### src/rtl/keyboard_command_decoder.sv
// PS/2 scan-code stream to Tetrix command decoder.
// Handles E0/F0 prefixes, typematic suppression and a show-ahead command FIFO.
module keyboard_command_decoder #(
    parameter int TIMEOUT_CYCLES = 1000000,
    parameter int FIFO_AW        = 2
) (
    input  logic       clk,
    input  logic       rst,
    input  logic [7:0] keyCode,
    input  logic       cmdReady,
    output logic       cmdValid,
    output logic [2:0] cmdCode,
    output logic [5:0] keysHeld,
    output logic       overflow
);

    localparam int DEPTH = 1 << FIFO_AW;
    localparam int CW = (TIMEOUT_CYCLES > 1) ? $clog2(TIMEOUT_CYCLES) : 1;
    localparam logic [CW-1:0] TO_LAST = CW'(TIMEOUT_CYCLES - 1);
    localparam logic [FIFO_AW:0] FULL_CNT = (FIFO_AW + 1)'(DEPTH);
    localparam logic [7:0] EXT_CODE = 8'hE0;
    localparam logic [7:0] BRK_CODE = 8'hF0;

    typedef enum logic [1:0] {IDLE, EXT, BRK, EXT_BRK} state_t;

    state_t              state;
    state_t              stateNext;
    logic [7:0]          keyCodePrev;
    logic [CW-1:0]       toCnt;
    logic                accept;
    logic                timeout;
    logic                isExt;
    logic                isBrk;
    logic                keyByte;
    logic                hit;
    logic [2:0]          keyIdx;
    logic                push;
    logic                pop;
    logic                full;
    logic                wrEn;
    logic [2:0]          mem [DEPTH];
    logic [FIFO_AW-1:0]  wrPtr;
    logic [FIFO_AW-1:0]  rdPtr;
    logic [FIFO_AW:0]    count;

    assign accept  = (keyCode != 8'h00) && (keyCodePrev == 8'h00);
    assign isExt   = (state == EXT) || (state == EXT_BRK);
    assign isBrk   = (state == BRK) || (state == EXT_BRK);
    assign timeout = (state != IDLE) && (toCnt == TO_LAST);

    // Prefixes accumulate: E0 adds the ext flag, F0 adds the break flag.
    always_comb begin
        stateNext = state;
        keyByte   = 1'b0;
        if (accept) begin
            if (keyCode == EXT_CODE) begin
                stateNext = isBrk ? EXT_BRK : EXT;
            end else if (keyCode == BRK_CODE) begin
                stateNext = isExt ? EXT_BRK : BRK;
            end else begin
                keyByte   = 1'b1;
                stateNext = IDLE;
            end
        end else if (timeout) begin
            stateNext = IDLE;
        end
    end

    always_comb begin
        hit    = 1'b0;
        keyIdx = 3'd0;
        if (keyByte) begin
            unique case ({isExt, keyCode})
                9'h16B: begin hit = 1'b1; keyIdx = 3'd0; end
                9'h174: begin hit = 1'b1; keyIdx = 3'd1; end
                9'h175: begin hit = 1'b1; keyIdx = 3'd2; end
                9'h172: begin hit = 1'b1; keyIdx = 3'd3; end
                9'h029: begin hit = 1'b1; keyIdx = 3'd4; end
                9'h04D: begin hit = 1'b1; keyIdx = 3'd5; end
                default: ;
            endcase
        end
    end

    assign push     = hit && !isBrk && !keysHeld[keyIdx];
    assign cmdValid = (count != '0);
    assign full     = (count == FULL_CNT);
    assign pop      = cmdValid && cmdReady;
    assign wrEn     = push && (!full || pop);
    assign cmdCode  = cmdValid ? mem[rdPtr] : 3'd0;

    always_ff @(posedge clk or negedge rst) begin
        if (!rst) begin
            keyCodePrev <= 8'h00;
            state       <= IDLE;
            toCnt       <= '0;
            keysHeld    <= 6'b0;
        end else begin
            keyCodePrev <= keyCode;
            state       <= stateNext;
            if (accept || timeout || state == IDLE) begin
                toCnt <= '0;
            end else begin
                toCnt <= toCnt + 1'b1;
            end
            if (hit) begin
                keysHeld[keyIdx] <= !isBrk;
            end
        end
    end

    always_ff @(posedge clk or negedge rst) begin
        if (!rst) begin
            for (int i = 0; i < DEPTH; i++) begin
                mem[i] <= 3'd0;
            end
            wrPtr    <= '0;
            rdPtr    <= '0;
            count    <= '0;
            overflow <= 1'b0;
        end else begin
            if (wrEn) begin
                mem[wrPtr] <= keyIdx;
                wrPtr      <= wrPtr + 1'b1;
            end
            if (pop) begin
                rdPtr <= rdPtr + 1'b1;
            end
            unique case ({wrEn, pop})
                2'b10:   count <= count + 1'b1;
                2'b01:   count <= count - 1'b1;
                default: count <= count;
            endcase
            overflow <= push && full && !pop;
        end
    end

endmodule

### config.mk
export PLATFORM = sky130hd
export DESIGN_NAME = keyboard_command_decoder
export DESIGN_NICKNAME = d
export VERILOG_FILES = /design/src/rtl/keyboard_command_decoder.sv
export SDC_FILE = /design/constraint.sdc
export NUM_CORES = 1
export LEC_CHECK = 0
export CAP_MARGIN = 0
export CORE_UTILIZATION = 35
export CTS_CLUSTER_DIAMETER = 80
export DETAILED_ROUTE_END_ITERATION = 8
export PLACE_DENSITY_LB_ADDON = 0.12
export SKIP_CTS_REPAIR_TIMING = 1
export SLEW_MARGIN = 0
export SYNTH_ARGS = -nofsm -noshare
export SYNTH_HDL_FRONTEND = slang
export SYNTH_SLANG_ARGS = --single-unit
### constraint.sdc
create_clock -name clk -period 8.08 [get_ports clk]
set_input_delay 1.616 -clock clk [delete_from_list [all_inputs] [get_ports clk]]
set_output_delay 1.616 -clock clk [all_outputs]
set_load 0.05 [all_outputs]
# [After elaboration in Yosys (flattened, before gate mapping)]
# Index checks and enable logic that the tools add are counted.
[word_totals] in_bits=11 reg_bits=56 out_inout_bits=11 elab_cells=93
[classes] add_sub_neg=5 bitwise=2 mux=27 order_cmp=5 eq_ne=15 reduce_logical=27
[ops] operator="9-bit equality test (second input constant)" count=4
[ops] operator="20-bit by 1-bit adder with 20-bit output (second input constant)" count=1
[ops] operator="20-bit equality test (second input constant)" count=1
[ops] operator="20-bit 2-to-1 mux" count=1
[ops] operator="8-bit equality test (second input constant)" count=2
[ops] operator="3-bit 2-to-1 mux" count=5
[ops] operator="3-bit case mux with 5 select lines" count=1
[ops] operator="12-bit bitwise mux" count=1
[ops] operator="1-bit logical AND" count=10
[ops] operator="2-bit 2-to-1 mux" count=5
[ops] operator="9-bit by 6-bit equality test with 1-bit output (second input constant)" count=1
[ops] operator="9-bit by 7-bit equality test with 1-bit output (second input constant)" count=1
[ops] operator="8-bit logical NOT" count=1
[ops] operator="1-bit 2-to-1 mux" count=8
[ops] operator="8-bit nonzero test" count=1
[ops] operator="3-bit binary-select mux with 2-bit select" count=1
[ops] operator="6-bit bitwise mux" count=1
[ops] operator="3-bit demux with 2-bit select" count=1
[ops] operator="2-bit equality test (second input constant)" count=3
[ops] operator="3-bit greater-or-equal comparator (second input constant)" count=2
[ops] operator="2-bit inverter with 3-bit output" count=2
[ops] operator="3-bit case mux with 2 select lines" count=1
[ops] operator="2-bit nonzero test" count=3
[ops] operator="6-bit OR reduction" count=1
[ops] operator="other kinds (14)" count=23

# [Longest topological paths before layout]
[logic_depth] depth_word=12 depth_mapped=14 ltp_nobuf=12

# [Worst setup path after synthesis]
# Ideal clock, no wire load.
[synth_path] kind="input port to flip-flop" start="input port keyCode[6]" end="register count[2]" path_buffers=1 arrival_ns=4.136 required_time_ns=8.001 stages=13 setup_time_ns=0.079 path_slack_ns=3.864 cell_sequence="or3b_1 a211o_1 or3b_1 buf_6 a21oi_4 nor2_1 nand3_1 ha_1 inv_1 fa_1 xor2_1 nor2_1 xor2_1"
[synth_via] elab_chain_len=12 word_cells_on_any_way=28 classes_between="10 x eq/ne; 10 x mux; 8 x reduce/logical"
[synth_rtl] element="start: declaration" line="9" rtl="input logic [7:0] keyCode,"
[synth_rtl] element="8-bit equality test" line="58" rtl="end else if (keyCode == BRK_CODE) begin"
[synth_rtl] element="1-bit 2-to-1 mux" line="58"
[synth_rtl] element="1-bit 2-to-1 mux" line="56" rtl="if (keyCode == EXT_CODE) begin"
[synth_rtl] element="1-bit 2-to-1 mux" line="55" rtl="if (accept) begin"
[synth_rtl] element="3-bit 2-to-1 mux" line="72" rtl="if (keyByte) begin"
[synth_rtl] element="1-bit binary-select mux with 3-bit select" line="85" rtl="assign push = hit && !isBrk && !keysHeld[keyIdx];"
[synth_rtl] element="1-bit 2-to-1 mux (implied by the code)" line="85"
[synth_rtl] element="1-bit logical NOT" line="85"
[synth_rtl] element="1-bit logical AND *" line="85"
[synth_rtl] element="1-bit logical AND *" line="89" rtl="assign wrEn = push && (!full || pop);"
[synth_rtl] element="2-bit by 1-bit equality test with 1-bit output or 2-bit equality test (tied branches)" line="129" rtl="unique case ({wrEn, pop})"
[synth_rtl] element="3-bit case mux with 2 select lines or 2-bit nonzero test (tied branches)"
[synth_rtl] element="end signal: assignment" line="130" rtl="2'b10: count <= count + 1'b1;"
[synth_rtl] element="end signal: assignment" line="131" rtl="2'b01: count <= count - 1'b1;"
[synth_rtl] element="end signal: assignment" line="132" rtl="default: count <= count;"
[synth_rtl] element="end: declaration" line="44" rtl="logic [FIFO_AW:0] count;"
# Every way passes the cells marked *; elsewhere a longest branch is shown, timed or not. The select of a mux whose other input is x is not followed.
# A chain may end at the register's enable or synchronous reset.

# [Worst setup path in the final report]
[layout_path] start="input port keyCode[2]" end="register count[2]"
# The elaborated chain is that of the path after synthesis.

==> results.ini <==
[sta]
finalWorstPathRequiredPeriod_ns = 4.671
holdWs_ns = 0.4547
timing.max_slew.rel_slack = 0.5158
fin_tns_setup_ns = 0
finalClockSkew_ns = 0.01152
rsz0062_at_grt = false
achievable-frequency_ghz = 0.2141
hold_viol = 0
tightest_slew_ns = 0.7163
share_of_the_clock_period_used_by_the_worst_path = 0.5781
drv_slew = 0
setup_viol = 0

[grt]
gr-total-overflow = 0
grt_first_pass_wirelength_um = 9887
initial_antenna_violation_count = 0
grt_usage = 0.1450
grt_pass1_vias = 2080
grt_max_degree = 57

[cells_and_area]
multi_input_comb_area_um2 = 1440
area_growth_syn_to_layout_pct = 14.59
drive_above_1_share = 0.1006
antenna_cells = 0
num-fill-cells = 796
final-seq-area_um2 = 1401
nNetsFinal = 325

[yosys]
synth.lib_cells_used.distinct = 49
synth_top_area_cell = sky130_fd_sc_hd__dfrtp_1
synth_area_leaders = sky130_fd_sc_hd__dfrtp_1 (47%), sky130_fd_sc_hd__mux2i_1 (5.4%), sky130_fd_sc_hd__nor2_1 (4.2%)
syn_inst = 284
synth-seq-area-share = 0.4724
synth_largest_type_area_fraction = 0.4724
avgSynthCellArea_um2 = 10.45
yosys_warnings = 0
post_synthesis_net_count = 302
async_flop_share = 1.000
netlist_area_um2 = 2967
synth-edff-count = 0
ys_dominant_reg_cell = sky130_fd_sc_hd__dfrtp_1
ys_seq_elements = 56

[worst_setup_path]
rr_worst_depth = 12
critical_path.endpoint_type = flip-flop
crit_path_max_fanout = 9
required_ns = 8.32
worstSetupStartpointType = input pin
worstSetupPathType = in2reg
arrival_time_reported_for_the_critical_path_endpoint_ns = 4.92

[cts]
number_of_clock_sinks_seen_by_cts = 56
ctsLongestPathBuffers = 2
clock_slew_at_the_register_clock_pins_of_the_worst_setup_and_hold_paths_ns = 0.11
cts.htree.levels = 2
cts.root.buffer_cell = sky130_fd_sc_hd__clkbuf_8
clock_buffer_count_from_cts = 5
clk_latency_ns = 0.31
tritoncts_clock_tree = done

[route]
average_detailed_routed_wire_length_per_instance_um = 13.44
via_count = 2017
finalWirelength_um = 5550
detail_route.vias_per_cell = 4.884
initialDrtViolationCount = 37
drt_drc_violations_left = 0
drt_pass1_iterations = 4
final_antenna_net_count = 0

[hold_path]
min_delay_path_depth = 1
min-delay-path-class = reg2reg

[run]
cap_violations = 0

[floorplan]
initial_utilization = 0.3610
rows = 33
floorplan.core_area_um2 = 8217
die_height_um = 94.07
ios = 22
floorplan.die_area_um2 = 8848
floorplan.die.width_um = 94.07

[place]
port_buffers = 21
gp_congestion = 0.7198
dpl_hpwl_um = 4054

[pwr]
vdd_drop_max_mv = 0.07369
leakagePower_nw = 1.360
power.density_cell_area_nw_per_um2 = 182.2

[run_status]
outcome = completed

==> flip-flops by register name (all words and copies together) (netlist names) <==
register	count
toCnt	20
mem	12
keyCodePrev	8
keysHeld	6
count	3
rdPtr	2
state	2
wrPtr	2
overflow	1
==> report_power, final <==
part	leakage (nW)	total, mW	internal [mW]	switching, mW
clock	0.0583	0.186	0.0935	0.0929
combinational	0.633	0.118	0.0505	0.0672
sequential	0.669	0.315	0.296	0.0193
total	1.36	0.619	0.440	0.179
==> path summary, 6_finish.rpt <==
kind	start	to	slack (ns)
max	keyCode[2]	count[2]	3.41
min	toCnt[0]	toCnt[0]	0.45
max reg2reg	keyCodePrev[1]	count[2]	4.70
min reg2reg	toCnt[0]	toCnt[0]	0.45
max in group asynchronous	rst	keysHeld[5]	6.17
min in group asynchronous	rst	keyCodePrev[0]	1.42
==> synthesized netlist by cell type (all sizes together), types with 4 or more instances <==
cell type	n
a21oi	8
and2	7
clkbuf	6
dfrtp	56
ha	6
inv	24
mux2i	16
nand2	14
nand3	11
nand4	5
nor2	33
nor3	6
nor4	13
o21ai	9
o31ai	4
xnor2	13
xor2	12
==> logic make-up (layout without fill, tap and decap cells) <==
| logic type | after synthesis | after routing | share of synthesized area |
|---|---|---|---|
| AOI/OAI and AO/OA | 24 | 24 | 0.05610 |
| buffers and inverters | 31 | 55 | 0.04218 |
| muxes | 20 | 20 | 0.08182 |
| adders and majority gates | 7 | 7 | 0.03205 |
| and+or+nand+nor | 121 | 121 | 0.2417 |
| DFF | 56 | 56 | 0.4724 |
| xor gates and xnor gates | 25 | 25 | 0.07381 |
==> metal layers <==
metal / wire [um] / track usage / part of all wire
met1: 2686 / 0.1830 / 0.48
met2: 2630 / 0.2524 / 0.47
met3: 177 / 0.02832 / 0.032
met4: 55 / 0.03846 / 0.0099
met5: 0 / 0 / 0
==> cell usage in the layout, fill, tap and decap left out, types with 6 or more instances in the layout <==
cell type / Yosys / final
sky130_fd_sc_hd__xor2_1: 12 / 12
sky130_fd_sc_hd__nor3_1: 6 / 6
sky130_fd_sc_hd__nand2_1: 14 / 14
sky130_fd_sc_hd__ha_1: 6 / 6
sky130_fd_sc_hd__dfrtp_1: 56 / 56
sky130_fd_sc_hd__a21oi_1: 6 / 6
sky130_fd_sc_hd__and2_1: 7 / 7
sky130_fd_sc_hd__o21ai_0: 8 / 7
sky130_fd_sc_hd__mux2i_1: 16 / 16
sky130_fd_sc_hd__clkdlybuf4s50_1: 0 / 20
sky130_fd_sc_hd__nand3_1: 11 / 11
sky130_fd_sc_hd__inv_1: 24 / 24
sky130_fd_sc_hd__nor2_1: 33 / 33
sky130_fd_sc_hd__nor4_1: 8 / 8
sky130_fd_sc_hd__xnor2_1: 13 / 13
==> worst max-delay path: stages <==
cell	delay, ns
sky130_fd_sc_hd__clkdlybuf4s50_1	0.55
sky130_fd_sc_hd__or3b_1	0.40
sky130_fd_sc_hd__a211o_1	0.31
sky130_fd_sc_hd__or3b_1	0.51
sky130_fd_sc_hd__a21oi_4	0.33
sky130_fd_sc_hd__nor2_1	0.10
sky130_fd_sc_hd__nand3_1	0.08
sky130_fd_sc_hd__ha_1	0.18
sky130_fd_sc_hd__inv_1	0.06
sky130_fd_sc_hd__fa_1	0.37
sky130_fd_sc_hd__xor2_1	0.15
sky130_fd_sc_hd__nor2_1	0.12
sky130_fd_sc_hd__xor2_1	0.15
==> area by class of cell <==
| class | count | share of cell area |
|---|---|---|
| timing repair buffer | 23 | 0.06478 |
| multi-input combinational | 197 | 0.4236 |
| clock buffer | 5 | 0.02024 |
| sequential | 56 | 0.4122 |
| inverter | 24 | 0.02650 |
| tap | 105 | 0.03865 |
| clock inverter | 3 | 0.01399 |
==> metrics by stage <==
stage,setup WS [ns],std cells,util,area [um^2],power (mW)
after global placement,3.125,405,0.3996,3283,0.4414
after global routing,3.178,413,0.4137,3400,0.6548
final,3.409,413,0.4137,3400,0.6193
after detailed placement,3.069,405,0.3996,3283,0.4410
after CTS,3.408,413,0.4137,3400,0.6299
after floorplan,3.864,284,-,2967,0.4003
Power figures use the tool's default switching activity.
